==> config.mk <==
export PLATFORM = sky130hd
export DESIGN_NAME = bit_permute_unit
export DESIGN_NICKNAME = d
export VERILOG_FILES = /design/src/rtl/bit_permute_pkg.sv /design/src/rtl/bit_permute_net.sv /design/src/rtl/bit_permute_unit.sv
export SDC_FILE = /design/constraint.sdc
export NUM_CORES = 1
export LEC_CHECK = 0
export BUFFER_PORTS_ARGS = -buffer_cell sky130_fd_sc_hd__buf_2
export CAP_MARGIN = 20
export CORE_ASPECT_RATIO = 0.7
export CORE_MARGIN = 3
export CORE_UTILIZATION = 45
export CTS_BUF_LIST = sky130_fd_sc_hd__clkbuf_2 sky130_fd_sc_hd__clkbuf_4 sky130_fd_sc_hd__clkbuf_8
export DETAILED_ROUTE_END_ITERATION = 8
export PLACE_DENSITY = 0.68
export SLEW_MARGIN = 20
export SYNTH_ARGS = -nofsm -noshare
export SYNTH_HDL_FRONTEND = slang
export SYNTH_SLANG_ARGS = --single-unit
==> constraint.sdc <==
create_clock -name clk -period 5.8 [get_ports clk]
set_input_delay 1.16 -clock clk [delete_from_list [all_inputs] [get_ports clk]]
set_output_delay 1.16 -clock clk [all_outputs]
set_load 0.02 [all_outputs]
==> src/rtl/bit_permute_pkg.sv <==
// rtl/bit_permute_pkg.sv - mode constants and FSM state encoding for the bit permute unit
package bit_permute_pkg;

  localparam logic [2:0] MODE_PASS    = 3'd0;
  localparam logic [2:0] MODE_BREV    = 3'd1;
  localparam logic [2:0] MODE_BYTEREV = 3'd2;
  localparam logic [2:0] MODE_BREV8   = 3'd3;
  localparam logic [2:0] MODE_ROTL    = 3'd4;
  localparam logic [2:0] MODE_ROTR    = 3'd5;

  typedef enum logic {
    ST_IDLE = 1'b0,
    ST_ROT  = 1'b1
  } state_t;

endpackage

==> src/rtl/bit_permute_net.sv <==
// rtl/bit_permute_net.sv - combinational pass / bit-reverse / byte-reverse / bit-reverse-in-byte network
module bit_permute_net
  import bit_permute_pkg::*;
#(
  parameter int WIDTH = 32
) (
  input  logic [WIDTH-1:0] data,
  input  logic [1:0]       sel,
  output logic [WIDTH-1:0] result
);

  localparam int NB = WIDTH / 8;

  always_comb begin
    result = data;
    case (sel)
      MODE_BREV[1:0]: begin
        for (int i = 0; i < WIDTH; i++) result[i] = data[WIDTH-1-i];
      end
      MODE_BYTEREV[1:0]: begin
        for (int k = 0; k < NB; k++) result[8*k +: 8] = data[8*(NB-1-k) +: 8];
      end
      MODE_BREV8[1:0]: begin
        for (int k = 0; k < NB; k++) begin
          for (int j = 0; j < 8; j++) result[8*k+j] = data[8*k+7-j];
        end
      end
      default: result = data;
    endcase
  end

endmodule

==> src/rtl/bit_permute_unit.sv <==
// rtl/bit_permute_unit.sv - handshaked permute unit with iterative one-bit-per-clock rotate
module bit_permute_unit
  import bit_permute_pkg::*;
#(
  parameter int WIDTH = 32,
  parameter int AW    = $clog2(WIDTH)
) (
  input  logic             clk,
  input  logic             rst,
  input  logic             in_valid,
  output logic             in_ready,
  input  logic [WIDTH-1:0] in_data,
  input  logic [2:0]       mode,
  input  logic [AW-1:0]    rot_amt,
  output logic             out_valid,
  input  logic             out_ready,
  output logic [WIDTH-1:0] out_data,
  output logic             busy
);

  state_t           state_q, state_d;
  logic [WIDTH-1:0] work_q;
  logic [WIDTH-1:0] work_next;
  logic [AW-1:0]    cnt_q;
  logic             dir_q;
  logic [1:0]       net_sel;
  logic [WIDTH-1:0] net_result;
  logic             is_rot;
  logic             accept;
  logic             rot_start;
  logic             rot_done;

  // Modes 4..7 all reach the network as pass; rotates with zero distance complete immediately.
  assign net_sel = mode[2] ? MODE_PASS[1:0] : mode[1:0];

  bit_permute_net #(.WIDTH(WIDTH)) u_net (
    .data   (in_data),
    .sel    (net_sel),
    .result (net_result)
  );

  assign is_rot    = (mode == MODE_ROTL) || (mode == MODE_ROTR);
  assign accept    = in_valid && in_ready;
  assign rot_start = accept && is_rot && (rot_amt != '0);
  assign rot_done  = (state_q == ST_ROT) && (cnt_q == AW'(1));
  assign work_next = dir_q ? {work_q[0], work_q[WIDTH-1:1]}
                           : {work_q[WIDTH-2:0], work_q[WIDTH-1]};

  always_comb begin
    state_d  = state_q;
    in_ready = (state_q == ST_IDLE) && (!out_valid || out_ready) && !rst;
    busy     = (state_q == ST_ROT);
    case (state_q)
      ST_IDLE: if (rot_start) state_d = ST_ROT;
      ST_ROT:  if (rot_done)  state_d = ST_IDLE;
      default: state_d = ST_IDLE;
    endcase
  end

  always_ff @(posedge clk) begin
    if (rst) begin
      state_q   <= ST_IDLE;
      work_q    <= '0;
      cnt_q     <= '0;
      dir_q     <= 1'b0;
      out_valid <= 1'b0;
      out_data  <= '0;
    end else begin
      state_q <= state_d;
      if (rot_start) begin
        work_q <= in_data;
        cnt_q  <= rot_amt;
        dir_q  <= mode[0];
      end else if (state_q == ST_ROT) begin
        work_q <= work_next;
        cnt_q  <= cnt_q - AW'(1);
      end
      // A new result takes priority over the consume so that reload keeps out_valid high.
      if (accept && !rot_start) begin
        out_data  <= net_result;
        out_valid <= 1'b1;
      end else if (rot_done) begin
        out_data  <= work_next;
        out_valid <= 1'b1;
      end else if (out_ready) begin
        out_valid <= 1'b0;
      end
    end
  end

endmodule

==> report_table.html <==
<table>
<tr><th>Metric</th><th>Value</th></tr>
<tr><th colspan="2">Timing</th></tr>
<tr><td>Clock period minus worst slack</td><td>3440 ps</td></tr>
<tr><td>Transition at the pin with the smallest max-transition slack</td><td>around 1000 ps</td></tr>
<tr><td>Final worst hold slack</td><td>~570 ps</td></tr>
<tr><td>Final Skew</td><td>7.24 ps</td></tr>
<tr><td>Relative max-transition margin</td><td>0.327</td></tr>
<tr><td>Final critical-path share of the clock period</td><td>0.593</td></tr>
<tr><td>Max frequency</td><td>~0.29 GHz</td></tr>
<tr><td>Final total negative setup slack</td><td>0 ps</td></tr>
<tr><td>RSZ-0062 raised after global routing</td><td>no</td></tr>
<tr><td>Hold Fails Final Rpt</td><td>0</td></tr>
<tr><td>Final-report setup violation count</td><td>0</td></tr>
<tr><td>Number of pins with negative max-slew slack in the final report</td><td>0</td></tr>
<tr><th colspan="2">Final layout</th></tr>
<tr><td>Post-route standard cell area excluding fillers</td><td>between 0.005 and 0.006 mm²</td></tr>
<tr><td>Fraction of layout instances using a drive strength above 1</td><td>0.209</td></tr>
<tr><td>Layout overhead on the synthesized area</td><td>11.4%</td></tr>
<tr><td>Number of diodes added for antenna fixing</td><td>0</td></tr>
<tr><td>Number of nets in the finished design</td><td>about 740</td></tr>
<tr><th colspan="2">Critical path</th></tr>
<tr><td>Kind of critical path</td><td>input pin to register</td></tr>
<tr><td>Kind of end point of the critical path</td><td>register</td></tr>
<tr><td>Arrival time at the worst endpoint</td><td>about 3700 ps</td></tr>
<tr><td>Highest fanout seen on the critical path</td><td>between 60 and 70</td></tr>
<tr><td>Data required time at the worst endpoint</td><td>6060 ps</td></tr>
<tr><td>Sequence of cells on the critical path</td><td>buf_2 -&gt; nor2b_1 -&gt; o21a_2 -&gt; buf_4 -&gt; nor4_1 -&gt; a211oi_1</td></tr>
<tr><td>Startpoint Class</td><td>input pin</td></tr>
<tr><td>Cell with the largest stage delay on the worst path</td><td>sky130_fd_sc_hd__buf_2</td></tr>
<tr><td>Biggest cell delay along the critical path</td><td>about 750 ps</td></tr>
<tr><th colspan="2">Synth</th></tr>
<tr><td>#FFs+latches synth</td><td>72</td></tr>
<tr><td>Synthesized netlist cell count</td><td>approximately 660</td></tr>
<tr><td>Post-synthesis cell type count</td><td>34</td></tr>
<tr><td>Synth Cell Area</td><td>roughly 0.0053 mm²</td></tr>
<tr><td>Net count after synthesis</td><td>just over 700</td></tr>
<tr><td>Fraction of synthesized cell area taken by the top area cell type</td><td>0.272</td></tr>
<tr><td>Part of the Yosys area used for sequential elements</td><td>0.272</td></tr>
<tr><td>Synthesis Warnings</td><td>0</td></tr>
<tr><td>Mean post-synth cell area</td><td>between 7 and 8 µm²</td></tr>
<tr><td>Library cell occupying the most area in the post-synthesis netlist</td><td>sky130_fd_sc_hd__dfxtp_1</td></tr>
<tr><td>Largest cells by area after synthesis</td><td>sky130_fd_sc_hd__dfxtp_1 (27%), sky130_fd_sc_hd__mux2i_1 (14%), sky130_fd_sc_hd__mux2_2 (6.8%)</td></tr>
<tr><th colspan="2">GRT</th></tr>
<tr><td>Remaining global-route overflow</td><td>0</td></tr>
<tr><td>Via count of the first global-routing pass</td><td>4982</td></tr>
<tr><td>Pin count of the biggest net entering global routing</td><td>75</td></tr>
<tr><td>Initial antenna violation count</td><td>0</td></tr>
<tr><td>Global routing usage summed across all routing layers</td><td>0.240</td></tr>
<tr><td>Wire length of the first global-routing pass</td><td>25900 µm</td></tr>
<tr><th colspan="2">Clocking</th></tr>
<tr><td>Post-cts gate resize count</td><td>0</td></tr>
<tr><td>Clk Tree Root Cell</td><td>sky130_fd_sc_hd__clkbuf_8</td></tr>
<tr><td>Clk slew on worst S/H paths</td><td>around 80 ps</td></tr>
<tr><td>Number of buffers added for setup after CTS</td><td>0</td></tr>
<tr><td>CTS sink count</td><td>72</td></tr>
<tr><td>TritonCTS clock tree</td><td>done</td></tr>
<tr><td>Number of buffers added to fix hold violations after cts</td><td>0</td></tr>
<tr><td>Longest Clk Path Bufs</td><td>2</td></tr>
<tr><td>Clock latency on the worst-skew pair</td><td>around 360 ps</td></tr>
<tr><td>Level count of the clock H-tree</td><td>3</td></tr>
<tr><td>Clock buffers created by TritonCTS</td><td>9</td></tr>
<tr><th colspan="2">Pwr</th></tr>
<tr><td>Lkg Pwr</td><td>2.07 nW</td></tr>
<tr><td>Max rail drop VDD</td><td>approximately 0.11 mV</td></tr>
<tr><td>P per Cell Area</td><td>234 mW/mm²</td></tr>
<tr><th colspan="2">Routing</th></tr>
<tr><td>Count of nets left with antenna violations after detail routing</td><td>0</td></tr>
<tr><td>WL/cell</td><td>roughly 19 µm</td></tr>
<tr><td>Number of vias per cell</td><td>6.18</td></tr>
<tr><td>Total length of routed wires</td><td>approximately 16000 µm</td></tr>
<tr><td>Initial drt markers</td><td>roughly 600</td></tr>
<tr><td>Vias</td><td>around 5200</td></tr>
<tr><td>Number of DRC violations after detailed routing</td><td>0</td></tr>
<tr><td>TritonRoute pass-1 iters</td><td>5</td></tr>
<tr><th colspan="2">Flow run</th></tr>
<tr><td>Number of max-cap violations</td><td>0</td></tr>
<tr><th colspan="2">Floorplan</th></tr>
<tr><td>Vert. Die Dim</td><td>96.8 µm</td></tr>
<tr><td>Standard-cell rows</td><td>32</td></tr>
<tr><td>Die outline area</td><td>about 0.013 mm²</td></tr>
<tr><td>Die width</td><td>136 µm</td></tr>
<tr><td>Starting utilization of the core area</td><td>0.471</td></tr>
<tr><td>I/O pins</td><td>between 70 and 80</td></tr>
<tr><td>Core area</td><td>~0.011 mm²</td></tr>
<tr><th colspan="2">Placed design</th></tr>
<tr><td>Placer's final routability congestion estimate</td><td>approximately 0.86</td></tr>
<tr><td>Final HPWL DP</td><td>between 10000 and 15000 µm</td></tr>
<tr><td>Port bufs</td><td>between 70 and 80</td></tr>
<tr><td>Area after DPL</td><td>0.00563 mm²</td></tr>
<tr><th colspan="2">Hold path</th></tr>
<tr><td>Worst hold-check path type</td><td>register to register</td></tr>
<tr><th colspan="2">Outcome</th></tr>
<tr><td>Run status</td><td>finished clean</td></tr>
</table>
## cells in the mapped netlist
cell,instances
sky130_fd_sc_hd__o21ai_1,8
sky130_fd_sc_hd__a21o_1,12
sky130_fd_sc_hd__nand2_1,56
sky130_fd_sc_hd__o221ai_1,21
sky130_fd_sc_hd__nor4_1,32
sky130_fd_sc_hd__a32oi_1,1
sky130_fd_sc_hd__buf_1,4
sky130_fd_sc_hd__mux2i_1,76
sky130_fd_sc_hd__nor2b_1,3
sky130_fd_sc_hd__clkbuf_1,48
sky130_fd_sc_hd__nor2_1,2
sky130_fd_sc_hd__and3_1,1
sky130_fd_sc_hd__dfxtp_1,72
sky130_fd_sc_hd__nor3_1,5
sky130_fd_sc_hd__xor2_1,3
sky130_fd_sc_hd__o21ai_0,27
sky130_fd_sc_hd__nand2b_1,34
sky130_fd_sc_hd__mux2_2,32
sky130_fd_sc_hd__ha_1,2
sky130_fd_sc_hd__buf_2,14
sky130_fd_sc_hd__o21ai_4,1
sky130_fd_sc_hd__a211oi_1,34
sky130_fd_sc_hd__nand3b_1,33
sky130_fd_sc_hd__or4_4,1
sky130_fd_sc_hd__a21oi_1,69
sky130_fd_sc_hd__nand2_2,1
sky130_fd_sc_hd__nor4_4,1
sky130_fd_sc_hd__inv_1,22
sky130_fd_sc_hd__nand3_1,37
sky130_fd_sc_hd__o21a_1,1
sky130_fd_sc_hd__nor3b_1,2
sky130_fd_sc_hd__buf_4,1
sky130_fd_sc_hd__buf_6,6
sky130_fd_sc_hd__xnor2_1,1
## metrics by stage
| stage | setup WS (ps) | power [mW] | utilization | cells |
|---|---|---|---|---|
| after floorplan | 2790 | 0.754 | - | 663 |
| after global routing | 2170 | 1.44 | 0.524 | 848 |
| after CTS | 2420 | 1.38 | 0.524 | 848 |
| after detailed placement | 2080 | 0.843 | 0.500 | 832 |
| final | 2360 | 1.38 | 0.524 | 848 |
| after global placement | 2280 | 0.833 | 0.499 | 831 |
## registers in the layout (all words and copies together), names as in the netlist
signal and cells:
busy 1, out_data 32, dir_q 1, cnt_q 5
out_valid 1, work_q 32
## kinds of logic (layout without fill, tap and decap cells)
kind of cell,Yosys count,after routing,share of synthesized area
and+or+nand+nor,208,208,0.220
AOI/OAI and AO/OA,174,174,0.204
muxes,108,108,0.212
buffers and inverters,95,127,0.0799
DFF,72,72,0.272
xor gates and xnor gates,4,4,0.00662
adders and majority gates,2,2,0.00473
## final cells by class
| class | count | area [µm²] |
|---|---|---|
| fillers | 1109 | 5350 |
| multi-input cells | 496 | 3440 |
| flip-flops and latches | 72 | 1440 |
| repair buffers | 89 | 477 |
| well taps | 153 | 191 |
| clock buffers | 10 | 138 |
| clock inverters | 6 | 130 |
| inverters | 22 | 82.6 |
## worst paths after layout
kind / start / endpoint / slack [ps] / depth (start not counted)
max: mode[2] / out_data[27]$_SDFFE_PP0P_ / 2360 / 6
min: out_data[20]$_SDFFE_PP0P_ / out_data[20]$_SDFFE_PP0P_ / 570 / 2
max reg2reg: busy$_SDFF_PP0_ / out_data[18]$_SDFFE_PP0P_ / 2880 / 6
min reg2reg: out_data[20]$_SDFFE_PP0P_ / out_data[20]$_SDFFE_PP0P_ / 570 / 2
## cell usage in the layout, fill, tap and decap left out, drive strengths merged
cell type and n:
dfxtp 72, nand3b 33, buf 89, clkbuf 10, nor4 33, nand2 57, or4 1, clkinv 2
a211oi 34, mux2i 76, nand2b 34, o221ai 21, ha 2, bufinv 4, o21ai 36, nand3 37
a21o 12, inv 22, xnor2 1, nor2b 3, o21a 1, nor3 5, a21oi 69, a32oi 1
mux2 32, nor3b 2, xor2 3, nor2 2, and3 1
## report_power, final
group,switching (mW),internal (mW)
Sequential,0.0215,0.523
Clock,0.204,0.340
Combinational,0.183,0.109
Total,0.409,0.972
## layer usage
| metal | GRT usage | up-vias | share of wire |
|---|---|---|---|
| li1 | - | 2489 | - |
| met1 | 0.348 | 2539 | 0.47 |
| met2 | 0.365 | 187 | 0.46 |
| met3 | 0.0437 | 28 | 0.059 |
| met4 | 0.0643 | 0 | 0.012 |
| met5 | 0 | - | 0 |
## worst max-delay path: cells and delay by family
kind,cells,cell delay (ps)
compound gates,2,800
buf+inv,2,1190
simple gates,2,510
No activity file was read; power rests on OpenSTA's default activity.
